===== config.mk =====
export PLATFORM = sky130hd
export DESIGN_NAME = ecc_sed_decoder
export DESIGN_NICKNAME = d
export VERILOG_FILES = /design/src/rtl/ecc_sed_pkg.sv /design/src/rtl/ecc_sed_err_cnt.sv /design/src/rtl/ecc_sed_decoder.sv
export SDC_FILE = /design/constraint.sdc
export NUM_CORES = 1
export LEC_CHECK = 0
export BUFFER_PORTS_ARGS = -buffer_cell sky130_fd_sc_hd__buf_2
export CORE_MARGIN = 2
export CORE_UTILIZATION = 51
export CTS_BUF_LIST = sky130_fd_sc_hd__clkbuf_16
export DETAILED_ROUTE_END_ITERATION = 6
export GPL_TIMING_DRIVEN = 0
export PLACE_DENSITY = 0.82
export SYNTH_ARGS = -nofsm -noshare
export SYNTH_HDL_FRONTEND = slang
export SYNTH_SLANG_ARGS = --single-unit
export TNS_END_PERCENT = 30

===== constraint.sdc =====
create_clock -name clk -period 2.65 [get_ports clk]
set_input_delay 0.1325 -clock clk [delete_from_list [all_inputs] [get_ports clk]]
set_output_delay 0.1325 -clock clk [all_outputs]
set_load 0.005 [all_outputs]

===== src/rtl/ecc_sed_pkg.sv =====
// ecc_sed_pkg: shared definitions for the single-error-detect (SED) parity
// encoder/decoder pair.
//   DATA_W / CW_W   : default data and codeword widths (codeword = {parity, data})
//   ODD_PARITY_DEF  : default parity polarity (1 = valid codewords have odd weight)
//   cw_parity()     : XOR reduction of a codeword, zero-extended to PAR_MAX_W bits
package ecc_sed_pkg;

    localparam int DATA_W    = 12;
    localparam int CW_W      = DATA_W + 1;
    localparam bit ODD_PARITY_DEF = 1'b1;

    // Upper bound on codeword width accepted by cw_parity; callers zero-extend,
    // which leaves the XOR reduction unchanged.
    localparam int PAR_MAX_W = 64;

    function automatic logic cw_parity(input logic [PAR_MAX_W-1:0] cw);
        return ^cw;
    endfunction

endpackage


===== src/rtl/ecc_sed_err_cnt.sv =====
// ecc_sed_err_cnt: saturating error counter with sticky flag.
//   clk        : clock, rising edge
//   rst        : asynchronous reset, active low
//   err_inc    : an erroneous word is being accepted this cycle
//   err_clr    : synchronous clear; wins over a same-cycle err_inc
//   err_sticky : set by any counted error, held until err_clr
//   err_count  : number of counted errors, saturates at all-ones
module ecc_sed_err_cnt
    import ecc_sed_pkg::*;
#(
    parameter int ERR_CNT_W = 8
) (
    input  logic                 clk,
    input  logic                 rst,
    input  logic                 err_inc,
    input  logic                 err_clr,
    output logic                 err_sticky,
    output logic [ERR_CNT_W-1:0] err_count
);

    function automatic logic [ERR_CNT_W-1:0] sat_inc(input logic [ERR_CNT_W-1:0] c);
        return (&c) ? c : c + 1'b1;
    endfunction

    // Status stage: updates alongside the output register load
    always_ff @(posedge clk or negedge rst) begin
        if (!rst) begin
            err_sticky <= 1'b0;
            err_count  <= '0;
        end else if (err_clr) begin
            err_sticky <= 1'b0;
            err_count  <= '0;
        end else if (err_inc) begin
            err_sticky <= 1'b1;
            err_count  <= sat_inc(err_count);
        end
    end

endmodule


===== src/rtl/ecc_sed_decoder.sv =====
// ecc_sed_decoder: checks parity on {parity, data} codewords, strips the parity
// bit and presents the data word through a registered valid/ready stage.
// Optional build macro: ECC_SED_DROP_EN -- erroneous words are counted but
// never presented on the output (dec_err is then constant 0).
//   clk          : clock, rising edge
//   rst          : asynchronous reset, active low
//   enc_valid    : codeword present
//   enc_ready    : decoder can accept a codeword this cycle
//   enc_codeword : {parity, data[DATA_W-1:0]}
//   dec_valid    : decoded word held in the output register
//   dec_ready    : consumer takes the output this cycle
//   dec_data     : decoded data word
//   dec_err      : parity error on the presented word (qualified by dec_valid)
//   err_sticky   : set by any accepted erroneous word
//   err_count    : saturating count of accepted erroneous words
//   err_clr      : synchronous clear of err_sticky/err_count
module ecc_sed_decoder
    import ecc_sed_pkg::*;
#(
    parameter int DATA_W     = ecc_sed_pkg::DATA_W,
    parameter bit ODD_PARITY = ecc_sed_pkg::ODD_PARITY_DEF,
    parameter int ERR_CNT_W  = 8
) (
    input  logic                 clk,
    input  logic                 rst,
    input  logic                 enc_valid,
    output logic                 enc_ready,
    input  logic [DATA_W:0]      enc_codeword,
    output logic                 dec_valid,
    input  logic                 dec_ready,
    output logic [DATA_W-1:0]    dec_data,
    output logic                 dec_err,
    output logic                 err_sticky,
    output logic [ERR_CNT_W-1:0] err_count,
    input  logic                 err_clr
);

    logic [PAR_MAX_W-1:0] cw_ext;
    logic                 par_p0;
    logic                 err_p0;
    logic                 acc_p0;
    logic                 err_inc_p0;

    logic                 vld_p1;
    logic [DATA_W-1:0]    data_p1;

    // Input stage: combinational parity check and handshake
    assign cw_ext     = PAR_MAX_W'(enc_codeword);
    assign par_p0     = cw_parity(cw_ext);
    assign err_p0     = ODD_PARITY ? !par_p0 : par_p0;

    assign enc_ready  = !vld_p1 || dec_ready;
    assign acc_p0     = enc_valid && enc_ready;
    // acc_p0 is evaluated first so an X codeword with enc_valid low stays out
    assign err_inc_p0 = acc_p0 && err_p0;

`ifdef ECC_SED_DROP_EN
    logic load_p0;
    assign load_p0 = acc_p0 && !err_p0;

    // Output stage: only clean words are loaded
    always_ff @(posedge clk or negedge rst) begin
        if (!rst) begin
            vld_p1  <= 1'b0;
            data_p1 <= '0;
        end else if (load_p0) begin
            vld_p1  <= 1'b1;
            data_p1 <= enc_codeword[DATA_W-1:0];
        end else if (dec_ready) begin
            vld_p1  <= 1'b0;
        end
    end

    assign dec_err = 1'b0;
`else
    logic err_p1;

    // Output stage: every accepted word is loaded with its error flag
    always_ff @(posedge clk or negedge rst) begin
        if (!rst) begin
            vld_p1  <= 1'b0;
            data_p1 <= '0;
            err_p1  <= 1'b0;
        end else if (acc_p0) begin
            vld_p1  <= 1'b1;
            data_p1 <= enc_codeword[DATA_W-1:0];
            err_p1  <= err_p0;
        end else if (dec_ready) begin
            vld_p1  <= 1'b0;
        end
    end

    assign dec_err = err_p1;
`endif

    assign dec_valid = vld_p1;
    assign dec_data  = data_p1;

    ecc_sed_err_cnt #(
        .ERR_CNT_W (ERR_CNT_W)
    ) u_err_cnt (
        .clk        (clk),
        .rst        (rst),
        .err_inc    (err_inc_p0),
        .err_clr    (err_clr),
        .err_sticky (err_sticky),
        .err_count  (err_count)
    );

endmodule


======== After elaboration in Yosys (flattened, before gate mapping) ========
Index checks and enable logic that the tools add are counted.
W data, S select, Z words.
storage, ports and cells
  flip-flop bits (word level) ............. 23
  word-level logic and storage cells ...... 24
cells by class
  add/sub/neg operators ................... 1
  equality and inequality tests ........... 1
  mux-type cells .......................... 7
  reductions and logical operators ........ 10
operators with widths
  cell                   number
  $reduce_xor A64 Y1     1
  $mux W8                3
  $add A8 B1 Y8 const B  1
  $reduce_and A8 Y1      1
  $mux W1                4
  $reduce_bool A2 Y1     2
  $logic_and A1 B1 Y1    2
  $logic_not A1 Y1       2
  $ne A2 B2 Y1 const B   1
  $reduce_and A2 Y1      1
  $logic_or A1 B1 Y1     1

======== Longest topological paths before layout ========
Gate-level depths: netlist of the first run.
  depth after elaboration ................. 6
  gate-level depth with buffers ........... 6
  gate-level depth less buffers ........... 6

======== Cells and area by module ========
From an unflattened synthesis of the first run, not the netlist that was laid out.
unflattened totals
  cells, all modules ...................... 93
  area, all modules ....................... 1147.4 um^2
modules (own cells, without submodules)
  module           instances  cells each  area an instance (um^2)  sequential area each (um^2)
  ecc_sed_decoder  1          42          640.6                    350.3
  ecc_sed_err_cnt  1          51          506.7                    225.2

======== Worst setup path before layout of the first run ========
OpenSTA, ideal clock, no wires.
  kind .................................... input-to-reg
  start point ............................. input port enc_codeword[8]
  end point ............................... register u_err_cnt.err_count[0]
  setup time .............................. 0.125 ns
  arrival ................................. 1.528 ns
  required time ........................... 2.525 ns
  path slack .............................. 0.997 ns
  cell stages on the path ................. 6
  cell sequence ........................... xnor3_1 > xnor3_1 > xnor2_1 > buf_4 > nor2_1 > mux2_2
on the way
  cells in the longest elaborated chain, start to end .. 5
RTL lines
  element                       line                   source
  from (decl)                   ecc_sed_decoder.sv:28  input logic [DATA_W:0] enc_codeword,
  $reduce_xor A64 Y1            ecc_sed_pkg.sv:17      return ^cw;
  $logic_not A1 Y1              ecc_sed_decoder.sv:50  assign err_p0 = ODD_PARITY ? !par_p0 : par_p0;
  $logic_and A1 B1 Y1           ecc_sed_decoder.sv:55  assign err_inc_p0 = acc_p0 && err_p0;
  $reduce_bool A2 Y1 (no line)  --
  $reduce_and A2 Y1 (no line)   --
  to (signal assigned)          ecc_sed_err_cnt.sv:35  err_count <= sat_inc(err_count);
  to (decl)                     ecc_sed_err_cnt.sv:18  output logic [ERR_CNT_W-1:0] err_count
No other way between the ends.
A chain may end at the register's enable or synchronous reset.

======== Worst setup path after layout of the first run ========
  start point ............................. register u_err_cnt.err_count[0]
  end point ............................... register u_err_cnt.err_count[7]
on the way
  cells in the longest elaborated chain, start to end .. 4
RTL lines
  element        line                   source
  $add A8 B1 Y8  ecc_sed_err_cnt.sv:22  return (&c) ? c : c + 1'b1;
  $mux W8        ecc_sed_err_cnt.sv:22
  $mux W8        ecc_sed_err_cnt.sv:33  end else if (err_inc) begin
  $mux W8        ecc_sed_err_cnt.sv:30  end else if (err_clr) begin
Several ways; a longest one is shown, not always the timed one. The select of a mux whose other input is x is not followed.

==> results of run 1 <==
worst max-delay path, stage by stage, from the launching register on:
cell and delay (ns):
dfrtp_1 0.41, ha_1 0.25, nand2_1 0.09, or3_1 0.16, nand3_1 0.19, or4_1 0.44
a21oi_1 0.16
layout make-up:
class | count | area, µm²
multi-input cells | 65 | 538
well taps | 28 | 35.0
flip-flops and latches | 23 | 576
plain buffers | 3 | 15.0
clock inverters | 1 | 5.00
clock buffers | 3 | 75.1
repair buffers | 42 | 215
fillers | 180 | 686
inverters | 1 | 3.75
per-layer routing:
layer	up-vias	global-route usage (%)	share of wire, %
met5	-	0	0
met4	0	6.76	0.55
met3	2	2.34	6.2
met2	40	33.8	51
met1	430	23.3	42
li1	421	-	-
kinds of logic (layout without fill, tap and decap cells):
group,after synthesis,in the layout,share of synthesized area (%)
AOI/OAI and AO/OA,12,12,7.18
muxes,15,15,14.8
and+or+nand+nor,28,28,13.8
DFF,23,23,50.8
adders and majority gates,1,1,1.10
buffers and inverters,4,50,1.66
xor gates and xnor gates,9,9,10.6
registers in the layout, summed over array words and instances (netlist names):
signal                count
dec_valid                 1
dec_err                   1
dec_data                 12
u_err_cnt.err_sticky      1
u_err_cnt.err_count       8
what timing repair did:
item,4_1_cts,5_1_grt
hold endpoints to repair,23,0
setup buffers,0,0
hold buffers,1,0
synthesized netlist by cell type (3+ instances only):
| cell type | n | area [µm²] |
|---|---|---|
| nand3_1 | 3 | 15.0 |
| nand2b_1 | 4 | 25.0 |
| nor2_1 | 4 | 15.0 |
| a21oi_1 | 4 | 20.0 |
| nand2_1 | 4 | 15.0 |
| or3_1 | 3 | 18.8 |
| xnor2_1 | 5 | 43.8 |
| xnor3_1 | 3 | 67.6 |
| dfrtp_1 | 23 | 576 |
| mux2_2 | 14 | 158 |
worst min path at each step:
stage	start	end	slack [ns]	cells past startpoint
after global placement	rst	dec_valid	0.13	1
after floorplan	rst	dec_data[0]	-0.16	0
after CTS	enc_valid	dec_valid	0.1	2
after global routing	enc_valid	dec_valid	0.13	2
final	enc_valid	dec_valid	0.10	2
after detailed placement	rst	dec_data[9]	0.13	1
where the power goes:
| part | total [mW] | switching [mW] | internal [mW] |
|---|---|---|---|
| logic | 0.240 | 0.114 | 0.126 |
| registers | 0.421 | 0.0253 | 0.395 |
| clock network | 0.321 | 0.119 | 0.203 |
metrics by stage:
stage          std cells  setup slack (ns)
2_1_floorplan         92             0.997
3_3_place_gp         161             0.768
3_5_place_dp         161             0.749
4_1_cts              166             0.898
5_1_grt              166             0.766
6_report             166             0.880
==> run_results.csv, run 1 <==
group,metric,value,unit
drt,firstDrtPassIters,4,
yosys,ys_seq_area_share,50.8,%
worst_setup_path,crit_start,"u_err_cnt.err_count[0]",
global_route,grt_pass1_vias,898,
global_route,grt_max_degree,24,
pwr,power_leakage,0.713,nW
outcome,outcome,"finished clean",
drt,drtIter0Drc,11,
yosys,async_flop_share,100,%
drt,wl_per_cell,14.1,µm
floorplanning,dieArea,2610,µm²
yosys,yosysUniqueCellTypes,29,
floorplanning,die_height,51.1,µm
floorplanning,core,2150,µm²
sta,finalSetupTns,0,ns
place,io_buffers,41,
sta,rsz0062_at_grt,"no",
yosys,ys_seq_elements,23,
pwr,power_density,671,nW/µm²
clock_tree,clk_pin_slew,0.06,ns
sta,final.period_utilization,66.8,%
floorplanning,num_io_pins,42,
worst_setup_path,worstPathArrival,1.95,ns
min_path,hold_class,"primary input to flop",
yosys,synth_edf_count,0,
sta,max_freq,0.565,GHz
drt,num_vias,893,
worst_setup_path,timing.rr.end,"u_err_cnt.err_count[7]",
place,placed_area,1370,µm²
floorplanning,die_x,51.1,µm
clock_tree,htreeDepth,1,
layout,post-route-util,68.1,%
layout,area_delta_synth_final,29.2,%
worst_setup_path,r2r_start,"u_err_cnt.err_count[0]",
clock_tree,insertion_delay,0.25,ns
sta,holdWs,0.101,ns
global_route,antenna_found_initial,0,
layout,drive_above_1_share,44.9,%
clock_tree,cts_made_buffers,3,
global_route,grt_pass1_wl,3.73,mm
layout,layout_commonest_cell,"buf_2",
sta,finalHoldViolCount,0,
worst_setup_path,worstRegToRegCells,6,
drt,drtAntennaViolNets,0,
drt,wirelength,2.35,mm
layout,antenna_cells,0,
layout,layout.nets,158,
floorplanning,num_rows,17,
sta,slew_viol_final,0,
yosys,synth_ff_type,"dfrtp_1",
yosys,synth.avg_cell_area,12.3,µm²
layout,fin_area,1460,µm²
worst_setup_path,cp_max_fo,6,
worst_setup_path,r2r_slack,0.88,ns
sta,tightestPinTransition,0.538,ns
sta,maxSlewHeadroom,64.1,%
worst_setup_path,crit_required,2.83,ns
floorplanning,initial_utilization,52.7,%
sta,setup_viol,0,
sta,period_minus_slack,1.77,ns
global_route,grt_use_total,18.9,%
run,max_cap_violations,0,
yosys,syn_nets,111,
layout,final_cell_mix,"buf_2, dfrtp_1, mux2_2",
worst_setup_path,worstSetupStartpointType,"flop",
worst_setup_path,cp-end-kind,"flop",
global_route,grt_overflow,0,
clock_tree,clockBufferDepth,2,
clock_tree,cts_sinks,23,
yosys,yosys_warnings,0,
worst_setup_path,crit_end,"u_err_cnt.err_count[7]",
clock_tree,root_buffer,"clkbuf_16",
yosys,syn_area,1130,µm²
place,dp.final_hpwl,1.71,mm
place,gp_congestion,0.801,
drt,drc,0,
worst_setup_path,worstSetupPathType,"flop to flop",
yosys,synthCells,92,
clock_tree,cts-resized-gates,0,
sta,finClkSkew,0.00354,ns
pwr,ir_worst_vdd,531,µV
drt,vias_per_cell,5.38,
clock_tree,cts_tree,"built",
pwr,total_power,0.982,mW
(Power assumes the default switching activity.)
==> run 2, diff against run 1 <==
Settings changed: CORE_UTILIZATION 51 to 48, PLACE_DENSITY 0.82 to 0.78.
Clock period 2.65 ns to 1.7 ns, I/O delays scaled along.
==> run_results.csv, run 2 (same netlist as run 1, synthesis figures left out) <==
group,metric,value,unit
floorplanning,dieArea,2760,µm²
place,io_buffers,41,
global_route,grt_overflow,0,
pwr,power_density,1030,nW/µm²
floorplanning,num_io_pins,42,
layout,post-route-util,66.9,%
drt,wl_per_cell,13.8,µm
floorplanning,die_x,52.6,µm
layout,layout_commonest_cell,"buf_2",
run,max_cap_violations,0,
worst_setup_path,cp-end-kind,"flop",
place,dp.final_hpwl,1.75,mm
global_route,grt_pass1_vias,846,
place,gp_congestion,0.833,
worst_setup_path,worstSetupPathType,"flop to flop",
sta,finalHoldViolCount,0,
global_route,grt_use_total,18.0,%
floorplanning,num_rows,17,
sta,final.period_utilization,96.1,%
global_route,antenna_found_initial,0,
worst_setup_path,worstPathArrival,1.77,ns
worst_setup_path,crit_required,1.84,ns
pwr,power_leakage,0.714,nW
sta,finClkSkew,0.00172,ns
global_route,grt_max_degree,24,
clock_tree,clk_pin_slew,0.06,ns
min_path,hold_class,"primary input to flop",
drt,vias_per_cell,5.33,
worst_setup_path,r2r_start,"dec_valid",
drt,wirelength,2.29,mm
drt,drtIter0Drc,12,
min_path,holdPathEnd,"dec_valid",
sta,tightestPinTransition,0.560,ns
worst_setup_path,cp_max_fo,4,
outcome,outcome,"finished clean",
sta,maxSlewHeadroom,62.6,%
worst_setup_path,r2r_slack,0.07,ns
layout,drive_above_1_share,48.6,%
sta,max_freq,0.612,GHz
clock_tree,insertion_delay,0.25,ns
clock_tree,cts_made_buffers,3,
clock_tree,root_buffer,"clkbuf_16",
floorplanning,initial_utilization,51.2,%
sta,rsz0062_at_grt,"yes",
layout,final_cell_mix,"buf_2, dfrtp_1, mux2_2",
drt,firstDrtPassIters,4,
min_path,worstHoldStart,"enc_valid",
sta,setup_viol,0,
worst_setup_path,worstRegToRegCells,5,
drt,drc,0,
clock_tree,clockBufferDepth,2,
clock_tree,htreeDepth,1,
layout,num-fill-cells,177,
sta,period_minus_slack,1.63,ns
layout,largest_register_ffs,12,
floorplanning,core,2210,µm²
sta,finalSetupTns,0,ns
layout,area_delta_synth_final,30.7,%
global_route,grt_pass1_wl,3.56,mm
floorplanning,die_height,52.6,µm
sta,slew_viol_final,0,
pwr,ir_worst_vdd,634,µV
clock_tree,cts_tree,"built",
worst_setup_path,timing.rr.end,"u_err_cnt.err_count[6]",
clock_tree,cts_sinks,23,
worst_setup_path,worstSetupStartpointType,"flop",
min_path,worstHoldPathCells,2,
drt,num_vias,884,
layout,layout.nets,158,
drt,drtAntennaViolNets,0,
layout,antenna_cells,0,
-- run 2: cell count changes in the layout (fill, tap and decap cells not counted) --
cell,previous run,this run
buf_1,1,0
buf_4,1,2
dfrtp_1,23,22
dfrtp_2,0,1
ha_1,1,0
ha_2,0,1
nand3_1,3,2
nand3_2,0,1
or3_1,3,2
or3_4,0,1
-- run 2: layout make-up --
type	count	area (µm²)	area share (%)
inverters	1	3.75	0.254
flip-flops and latches	23	577	39.0
plain buffers	2	11.3	0.761
multi-input cells	65	551	37.2
clock inverters	1	5.00	0.338
well taps	28	35.0	2.37
repair buffers	43	223	15.0
clock buffers	3	75.1	5.07
-- run 2: power breakdown --
group	internal, mW	switching, mW	leakage [nW]
clock network	0.316	0.181	0.0409
logic	0.203	0.173	0.387
registers	0.616	0.0370	0.286
-- run 2: metal layers --
metal	global-route usage (%)	vias to the layer above	share of wire, %	wire [µm]
met4	7.69	0	0.79	18
li1	-	422	-	-
met2	32.9	30	52	1190
met1	20.6	428	41	945
met3	2.57	4	6.1	139
met5	0	-	0	0
-- run 2: repair_timing --
| item | CTS | global route |
|---|---|---|
| hold buffers | 1 | 0 |
| setup endpoints to repair | 2 | 13 |
| gates resized for setup | 2 | 2 |
| buffers inserted | 0 | 1 |
| endpoints found under the hold margin | 23 | 0 |
-- run 2: worst max-delay path: stages, from the launching register on --
cell	delay (ns)
dfrtp_1	0.37
nand2b_1	0.13
and2_1	0.24
nand4_1	0.11
nor4b_1	0.30
mux2_2	0.37
-- run 2: worst max path at each step --
stage,from,to,depth (start not counted)
2_1_floorplan,enc_codeword[8],u_err_cnt.err_count[0],6
3_3_place_gp,enc_codeword[5],u_err_cnt.err_count[6],6
3_5_place_dp,enc_codeword[5],u_err_cnt.err_count[6],6
4_1_cts,u_err_cnt.err_count[0],u_err_cnt.err_count[7],6
5_1_grt,dec_valid,u_err_cnt.err_count[6],5
6_report,dec_valid,u_err_cnt.err_count[6],5
-- run 2: stage by stage --
step | hold slack [ns] | cells | total power [mW] | cell area (µm²) | setup slack, ns
finish | 0.0625 | 166 | 1.53 | 1480 | 0.0666
global placement | 0.0757 | 161 | 1.02 | 1370 | -0.156
global route | 0.0643 | 166 | 1.62 | 1480 | -0.0378
CTS | 0.0633 | 166 | 1.53 | 1470 | 0.0327
floorplan | -0.211 | 92 | 0.884 | 1130 | 0.0945
detailed placement | 0.0789 | 161 | 1.03 | 1370 | -0.169
